## config.mk

```make
export PLATFORM = sky130hd
export DESIGN_NAME = instr_sequencer
export DESIGN_NICKNAME = d
export VERILOG_FILES = /design/src/rtl/instr_sequencer.sv
export SDC_FILE = /design/constraint.sdc
export NUM_CORES = 1
export LEC_CHECK = 0
export ABC_CLOCK_PERIOD_IN_PS = 1450
export BUFFER_PORTS_ARGS = -buffer_cell sky130_fd_sc_hd__buf_2
export CORE_MARGIN = 4
export CORE_UTILIZATION = 45
export CTS_BUF_LIST = sky130_fd_sc_hd__clkbuf_8
export DETAILED_ROUTE_END_ITERATION = 8
export PLACE_DENSITY = 0.86
export SYNTH_ARGS = -nofsm -noshare
export SYNTH_HDL_FRONTEND = slang
export SYNTH_SLANG_ARGS = --single-unit
```

## constraint.sdc

```tcl
create_clock -name Clock -period 1.45 [get_ports Clock]
set_clock_uncertainty 0.15 [all_clocks]
set_input_delay 0 -clock Clock [delete_from_list [all_inputs] [get_ports Clock]]
set_output_delay 0 -clock Clock [all_outputs]
set_load 0.03 [all_outputs]
```

## src/rtl/instr_sequencer.sv

```systemverilog
// instr_sequencer: program sequencer for the 9-bit processor.
// Fetches instructions from a synchronous instruction memory (one-cycle read
// latency), drives the processor's DIN/Run, supplies the immediate word for
// mvi, waits for Done between instructions, and reports halt, a Done
// watchdog error and the count of retired instructions.
//
// Ports:
//   Clock      in   rising-edge clock
//   Reset      in   asynchronous active-high reset
//   Start      in   begins execution (sampled only in IDLE)
//   MemData    in   instruction memory read data (valid cycle after MemAddr)
//   MemAddr    out  instruction memory address
//   Done       in   processor Done pulse
//   DIN        out  processor instruction/immediate bus
//   Run        out  processor Run
//   PC         out  program counter
//   Busy       out  high in FETCH/ISSUE/IMM/WAIT
//   Halted     out  high in HALTED
//   Error      out  high in ERROR (Done watchdog expired)
//   InstrCount out  instructions retired (Done seen in WAIT)
module instr_sequencer #(
  parameter int ADDR_W  = 5,
  parameter int TIMEOUT = 15,
  parameter int CNT_W   = 8
) (
  input  logic              Clock,
  input  logic              Reset,
  input  logic              Start,
  input  logic [8:0]        MemData,
  output logic [ADDR_W-1:0] MemAddr,
  input  logic              Done,
  output logic [8:0]        DIN,
  output logic              Run,
  output logic [ADDR_W-1:0] PC,
  output logic              Busy,
  output logic              Halted,
  output logic              Error,
  output logic [CNT_W-1:0]  InstrCount
);

  localparam int TW = $clog2(TIMEOUT + 1);

  typedef enum logic [2:0] {
    S_IDLE,
    S_FETCH,
    S_ISSUE,
    S_IMM,
    S_WAIT,
    S_HALTED,
    S_ERROR
  } state_e;

  state_e            state_q, state_d;
  logic [ADDR_W-1:0] pc_q, pc_d;
  logic [CNT_W-1:0]  cnt_q, cnt_d;
  logic [TW-1:0]     tcnt_q, tcnt_d;

  logic [ADDR_W-1:0] pc_plus1;
  logic [TW-1:0]     tcnt_inc;
  logic [2:0]        opcode;

  // Address arithmetic wraps modulo 2^ADDR_W, so an mvi in the last word
  // fetches its immediate from address 0.
  assign pc_plus1 = pc_q + ADDR_W'(1);
  assign tcnt_inc = tcnt_q + TW'(1);
  assign opcode   = MemData[8:6];

  always_ff @(posedge Clock or posedge Reset) begin
    if (Reset) begin
      state_q <= S_IDLE;
      pc_q    <= '0;
      cnt_q   <= '0;
      tcnt_q  <= '0;
    end else begin
      state_q <= state_d;
      pc_q    <= pc_d;
      cnt_q   <= cnt_d;
      tcnt_q  <= tcnt_d;
    end
  end

  always_comb begin
    state_d = state_q;
    pc_d    = pc_q;
    cnt_d   = cnt_q;
    tcnt_d  = '0;
    MemAddr = pc_q;
    DIN     = '0;
    Run     = 1'b0;
    Busy    = 1'b0;
    Halted  = 1'b0;
    Error   = 1'b0;

    case (state_q)
      S_IDLE: begin
        if (Start) state_d = S_FETCH;
      end
      S_FETCH: begin
        Busy    = 1'b1;
        state_d = S_ISSUE;
      end
      S_ISSUE: begin
        Busy    = 1'b1;
        DIN     = MemData;
        MemAddr = pc_plus1;
        if (opcode == 3'b111) begin
          state_d = S_HALTED;
        end else begin
          Run     = 1'b1;
          pc_d    = pc_plus1;
          state_d = (opcode == 3'b001) ? S_IMM : S_WAIT;
        end
      end
      S_IMM: begin
        Busy    = 1'b1;
        DIN     = MemData;
        MemAddr = pc_plus1;
        pc_d    = pc_plus1;
        state_d = S_WAIT;
      end
      S_WAIT: begin
        // MemAddr holds PC here, so the next instruction word is already on
        // MemData when Done sends us back to ISSUE.
        Busy = 1'b1;
        if (Done) begin
          cnt_d   = cnt_q + CNT_W'(1);
          state_d = S_ISSUE;
        end else if (tcnt_inc == TW'(TIMEOUT)) begin
          state_d = S_ERROR;
        end else begin
          tcnt_d = tcnt_inc;
        end
      end
      S_HALTED: Halted = 1'b1;
      S_ERROR:  Error  = 1'b1;
      default:  state_d = S_IDLE;
    endcase
  end

  assign PC         = pc_q;
  assign InstrCount = cnt_q;

endmodule

```

* Yosys cells after proc, flatten, opt, wreduce, memory -nomap -nowiden *
Index checks and enable logic that the tools add are counted.

word-level totals
  word-level logic and storage cells = 46
  register bits after elaboration = 20
  input bits = 13
  output and inout bits = 31

operators by class
  bitwise gates (word level) = 1
  multiplexer cells = 18
  $add $sub $neg = 3
  equality and inequality tests = 12
  reduce and logical (&&, ||, !) cells = 8

operator list
  cell                 number
  $pmux 3 s6           1
  $mux 3               5
  $eq 3x3->1 const B   4
  $mux 4               3
  $mux 5               2
  $pmux 5 s2           1
  $mux 9               1
  $add 8x1->8 const B  1
  $eq 3x1->1 const B   2
  $eq 3x2->1 const B   2
  $add 5x1->5 const B  1
  $mux 1               5
  $add 4x1->4 const B  1
  $eq 4x4->1 const B   1
  $ne 2x2->1 const B   2
  $reduce_and 2->1     2
  $reduce_or 2->1      2
  $reduce_or 4->1      1
  $logic_not 3->1      1
  $ne 3x3->1 const B   1
  $reduce_and 3->1     1
  $reduce_bool 2->1    1
  $not 1->1            1

* Logic depth before layout (Yosys ltp) *
  depth in word-level cells = 5
  depth in mapped cells = 5
  mapped depth without buffers = 5

* Worst setup path before layout *
OpenSTA, ideal clock, no wires.

  kind = register -> output
  start = reg state_q[2]
  end = out Run
  required time = 1300 ps
  arrival = 1581 ps
  path buffers = 2
  path slack = -281 ps
  cell stages (with the launch flop) = 6
  cells stage by stage = dfrtp_1 > buf_6 > nor2b_2 > buf_4 > inv_1 > a311oi_1

between the ends
  cells in the longest elaborated chain, start to end = 2

RTL lines
  what                    line  source
  start, declared         53    state_e state_q, state_d;
  start signal, assigned  75    state_q <= state_d;
  $eq 3x2->1              94    case (state_q)
  $mux 1                  94
  end, declared           33    output logic Run,

Every way passes these cells.

* Final worst setup path *
  start = reg state_q[1]
  end = out Run

The elaborated chain is that of the path after synthesis.

==> impl_results.html <==
<table>
<tr><th>Metric</th><th>Value</th></tr>
<tr><th colspan="2">Outcome</th></tr>
<tr><td>Status</td><td>finished, violations left</td></tr>
<tr><td>Failing checks</td><td>setup timing</td></tr>
<tr><th colspan="2">Detailed routing</th></tr>
<tr><td>Total DRC errors in the routed layout</td><td>0</td></tr>
<tr><td>1st-pass router iterations</td><td>4</td></tr>
<tr><td>Wire length per cell after detailed routing</td><td>20.68 um</td></tr>
<tr><td>Via Count</td><td>1278</td></tr>
<tr><td>DRT iter0 DRCs</td><td>55</td></tr>
<tr><td>Wire length after detailed routing</td><td>4694 um</td></tr>
<tr><td>Routed Antenna Nets</td><td>0</td></tr>
<tr><td>DR vias/cell</td><td>5.630</td></tr>
<tr><th colspan="2">Critical path</th></tr>
<tr><td>Endpoint class of the critical path</td><td>primary output</td></tr>
<tr><td>Register-to-register setup slack</td><td>-110 ps</td></tr>
<tr><td>Data required time at the worst endpoint</td><td>1300 ps</td></tr>
<tr><td>CP Launch Type</td><td>flip-flop</td></tr>
<tr><td>Setup CP Type</td><td>reg2out</td></tr>
<tr><td>Arrival @ worst endpoint</td><td>1450 ps</td></tr>
<tr><td>Highest net fanout along the worst path</td><td>6</td></tr>
<tr><th colspan="2">Synth</th></tr>
<tr><td>Count of unique library cells instantiated by Yosys</td><td>43</td></tr>
<tr><td>Post-Syn Nets</td><td>138</td></tr>
<tr><td>YS warnings</td><td>0</td></tr>
<tr><td>Post-Synthesis Cells</td><td>121</td></tr>
<tr><td>Primary FF master, synth</td><td>sky130_fd_sc_hd__dfrtp_1</td></tr>
<tr><td>Most instantiated library cell after synthesis</td><td>sky130_fd_sc_hd__dfrtp_1</td></tr>
<tr><td>Seq/Total Area, Yosys</td><td>0.3996</td></tr>
<tr><td>Proportion of synthesized flip-flops having asynchronous set or reset</td><td>1.000</td></tr>
<tr><td>Count of flip-flops with a built-in enable after synthesis</td><td>0</td></tr>
<tr><td>Share of the synthesized area in the top cell type</td><td>0.3996</td></tr>
<tr><td>Cell area after technology mapping</td><td>1252 um^2</td></tr>
<tr><td>Synthesis-stage register bit count</td><td>20</td></tr>
<tr><td>Top area cells in the synthesized netlist</td><td>sky130_fd_sc_hd__dfrtp_1 (40%), sky130_fd_sc_hd__xnor2_1 (11%), sky130_fd_sc_hd__and2_1 (4.5%)</td></tr>
<tr><td>Post-Synthesis Mean Instance Area</td><td>10.35 um^2</td></tr>
<tr><td>Cell accounting for the most synthesized area</td><td>sky130_fd_sc_hd__dfrtp_1</td></tr>
<tr><td>Top cell types by occurrence after synthesis</td><td>sky130_fd_sc_hd__dfrtp_1 (20), sky130_fd_sc_hd__xnor2_1 (16), sky130_fd_sc_hd__and2_1 (9), sky130_fd_sc_hd__nand2_1 (9)</td></tr>
<tr><th colspan="2">Clock network</th></tr>
<tr><td>CTS tree</td><td>yes</td></tr>
<tr><td>Maximum level of the CTS H-tree</td><td>1</td></tr>
<tr><td>CTS root buffer</td><td>sky130_fd_sc_hd__clkbuf_8</td></tr>
<tr><td>Maximum number of buffers from clock root to sink</td><td>2</td></tr>
<tr><td>Number of clock buffers inserted by TritonCTS</td><td>3</td></tr>
<tr><td>Clock sinks</td><td>20</td></tr>
<tr><td>Clock-pin slew on the worst setup and hold paths</td><td>80 ps</td></tr>
<tr><td>Clock latency of the later-clocked register in the worst-skew pair</td><td>260 ps</td></tr>
<tr><th colspan="2">Pwr</th></tr>
<tr><td>Leakage component of the power</td><td>1.001 nW</td></tr>
<tr><td>Combinational cell fraction of total power</td><td>0.681</td></tr>
<tr><td>Proportion of total power due to net switching</td><td>0.4569</td></tr>
<tr><td>Pint</td><td>2.746 mW</td></tr>
<tr><td>Worst vdd rail ir drop</td><td>2.266 mV</td></tr>
<tr><td>Power Dens Cells</td><td>2320 nW/um^2</td></tr>
<tr><td>Overall power after layout</td><td>5.056 mW</td></tr>
<tr><td>Flop pwr share</td><td>0.205</td></tr>
<tr><td>Proportion of power drawn by the clock network</td><td>0.114</td></tr>
<tr><td>Power spent charging and discharging nets</td><td>2.310 mW</td></tr>
<tr><th colspan="2">Floorplanning</th></tr>
<tr><td>Core region area</td><td>2567 um^2</td></tr>
<tr><td>Effective utilization at floorplan</td><td>0.4878</td></tr>
<tr><td>Die height</td><td>60.76 um</td></tr>
<tr><td>Width of the chip</td><td>60.76 um</td></tr>
<tr><td>Number of primary I/O pins</td><td>44</td></tr>
<tr><td>Die footprint</td><td>3691 um^2</td></tr>
<tr><td>Cell row count</td><td>18</td></tr>
<tr><th colspan="2">Finish</th></tr>
<tr><td>Fin util</td><td>0.8489</td></tr>
<tr><td>Layout cells sized above 1</td><td>0.6531</td></tr>
<tr><td>Reg area</td><td>506.7 um^2</td></tr>
<tr><td>Cell area after layout</td><td>2180 um^2</td></tr>
<tr><td>Filler Cells Inserted</td><td>122</td></tr>
<tr><td>Fin nets</td><td>214</td></tr>
<tr><td>Area occupied by multi-input gates</td><td>914.6 um^2</td></tr>
<tr><td>Count of non-filler cells in the finished layout</td><td>227</td></tr>
<tr><td>Area delta synth-&gt;final</td><td>74.03%</td></tr>
<tr><th colspan="2">GRT</th></tr>
<tr><td>Initial antenna violation count</td><td>1</td></tr>
<tr><td>Via count of the first global-routing pass</td><td>1301</td></tr>
<tr><td>Overall track demand over capacity in global routing</td><td>0.2262</td></tr>
<tr><td>Pin count of the biggest net entering global routing</td><td>13</td></tr>
<tr><td>Remaining Overflow, GRT</td><td>0</td></tr>
<tr><td>First-pass GRT wire length</td><td>6113 um</td></tr>
<tr><th colspan="2">STA</th></tr>
<tr><td>Period utilisation layout</td><td>1.100</td></tr>
<tr><td>Actual slew at the worst max-slew pin</td><td>405.2 ps</td></tr>
<tr><td>RSZ-0062 raised after global routing</td><td>true</td></tr>
<tr><td>Hold Vio Cnt, Final</td><td>0</td></tr>
<tr><td>Maximum clock frequency</td><td>626.9 MHz</td></tr>
<tr><td>Total negative slack</td><td>-2321 ps</td></tr>
<tr><td>Final WS setup</td><td>-145.1 ps</td></tr>
<tr><td>Final critical-path required period</td><td>1595 ps</td></tr>
<tr><td>Max transition margin</td><td>0.7295</td></tr>
<tr><td>Number of max-slew violations in the final report</td><td>0</td></tr>
<tr><td>Final setup violating endpoints</td><td>26</td></tr>
<tr><th colspan="2">Placed design</th></tr>
<tr><td>Placement Cell Area</td><td>1647 um^2</td></tr>
<tr><td>Cell count after placement</td><td>205</td></tr>
<tr><td>Buffers on Ports</td><td>43</td></tr>
<tr><td>Half-perimeter wire length after placement</td><td>2318 um</td></tr>
<tr><td>Routability congestion estimate</td><td>0.8051</td></tr>
<tr><th colspan="2">Worst hold path</th></tr>
<tr><td>Type of the most critical hold path</td><td>in2async</td></tr>
<tr><th colspan="2">Flow run</th></tr>
<tr><td>Max capacitance violation total</td><td>0</td></tr>
</table>
-- path summary, 6_finish.rpt --
kind                               start             to  cells past startpoint
max                           state_q[1]            Run                      5
min                                Reset          PC[4]                      3
max reg2reg                    tcnt_q[0]      tcnt_q[1]                      6
min reg2reg                InstrCount[7]  InstrCount[7]                      1
max in group asynchronous          Reset      tcnt_q[1]                      4
min in group Clock                 Start     state_q[0]                      4
-- kinds of logic (layout without fill, tap and decap cells) --
group	Yosys count	after routing	synth area share
compound gates	14	14	0.1019
xor+xnor	18	18	0.1259
fa+ha+maj	4	4	0.03996
buf+inv	11	86	0.04495
flops	20	20	0.3996
mux	3	3	0.02997
other cells	0	1	0
simple gates	51	51	0.2578
-- flip-flops by register name (all words and copies together) (netlist names) --
| name | flops |
|---|---|
| PC | 5 |
| InstrCount | 8 |
| state_q | 3 |
| tcnt_q | 4 |
-- stage by stage --
step,worst slack [ps],hold WS [ps]
global placement,25.95,-187.4
CTS,-111.6,59.01
detailed placement,-79.82,-165.2
finish,-145.1,100.9
global route,-206.4,137.5
floorplan,-17.48,-186.3
-- power groups by stage --
stage / Sequential, mW / Combinational (mW) / Clock [mW]
after global placement: 0.985 / 2.36 / 0
after floorplan: 1.26 / 1.42 / 0
after detailed placement: 1.01 / 2.42 / 0
after CTS: 1.00 / 3.14 / 0.574
after global routing: 1.06 / 3.61 / 0.614
final: 1.04 / 3.44 / 0.576
-- cell usage in the layout (no fill, tap or decap), types with 3 or more instances in the layout --
cell,Yosys,final
sky130_fd_sc_hd__buf_2,2,25
sky130_fd_sc_hd__buf_6,1,25
sky130_fd_sc_hd__buf_4,1,22
sky130_fd_sc_hd__dfrtp_1,20,15
sky130_fd_sc_hd__xnor2_1,16,12
sky130_fd_sc_hd__and2_4,0,7
sky130_fd_sc_hd__nand2_1,9,7
sky130_fd_sc_hd__dfrtp_2,0,5
sky130_fd_sc_hd__nand3_1,6,4
sky130_fd_sc_hd__inv_1,6,4
sky130_fd_sc_hd__mux2_4,1,3
sky130_fd_sc_hd__nand4_1,3,3
sky130_fd_sc_hd__xnor2_2,0,3
sky130_fd_sc_hd__nor3_2,1,3
sky130_fd_sc_hd__clkbuf_8,0,3
sky130_fd_sc_hd__dlygate4sd3_1,0,3
-- layer usage --
| metal | routed length [um] | GRT usage | part of all wire |
|---|---|---|---|
| met4 | 210 | 0.06502 | 0.045 |
| met1 | 1614 | 0.2293 | 0.34 |
| met5 | 0 | 0 | 0 |
| met2 | 2674 | 0.4565 | 0.57 |
| met3 | 194 | 0.04468 | 0.041 |
-- what timing repair did --
item | 4_1_cts | 5_1_grt
gates cloned | 1 | 0
resized for setup | 55 | 36
buffers inserted | 10 | 4
hold buffers | 3 | 0
endpoints found under the hold margin | 25 | 0
setup endpoints to repair | 23 | 31
pin swaps | 6 | 18
-- worst max-delay path, stage by stage (launching register included) --
cell                       delay (ps)
sky130_fd_sc_hd__dfrtp_1          400
sky130_fd_sc_hd__nor2b_4          210
sky130_fd_sc_hd__buf_12           130
sky130_fd_sc_hd__inv_4             30
sky130_fd_sc_hd__a311oi_2         200
sky130_fd_sc_hd__buf_4            210
-- cell type report --
type                            count  area share
Multi-Input combinational cell     90      0.4196
Clock buffer                        3     0.01894
Timing Repair Buffer               76      0.2853
Clock inverter                      1     0.01378
Tap cell                           30     0.01722
Inverter                            6     0.01148
Sequential cell                    20      0.2325
Antenna cell                        1    0.001148
No activity file was read; power rests on OpenSTA's default activity.
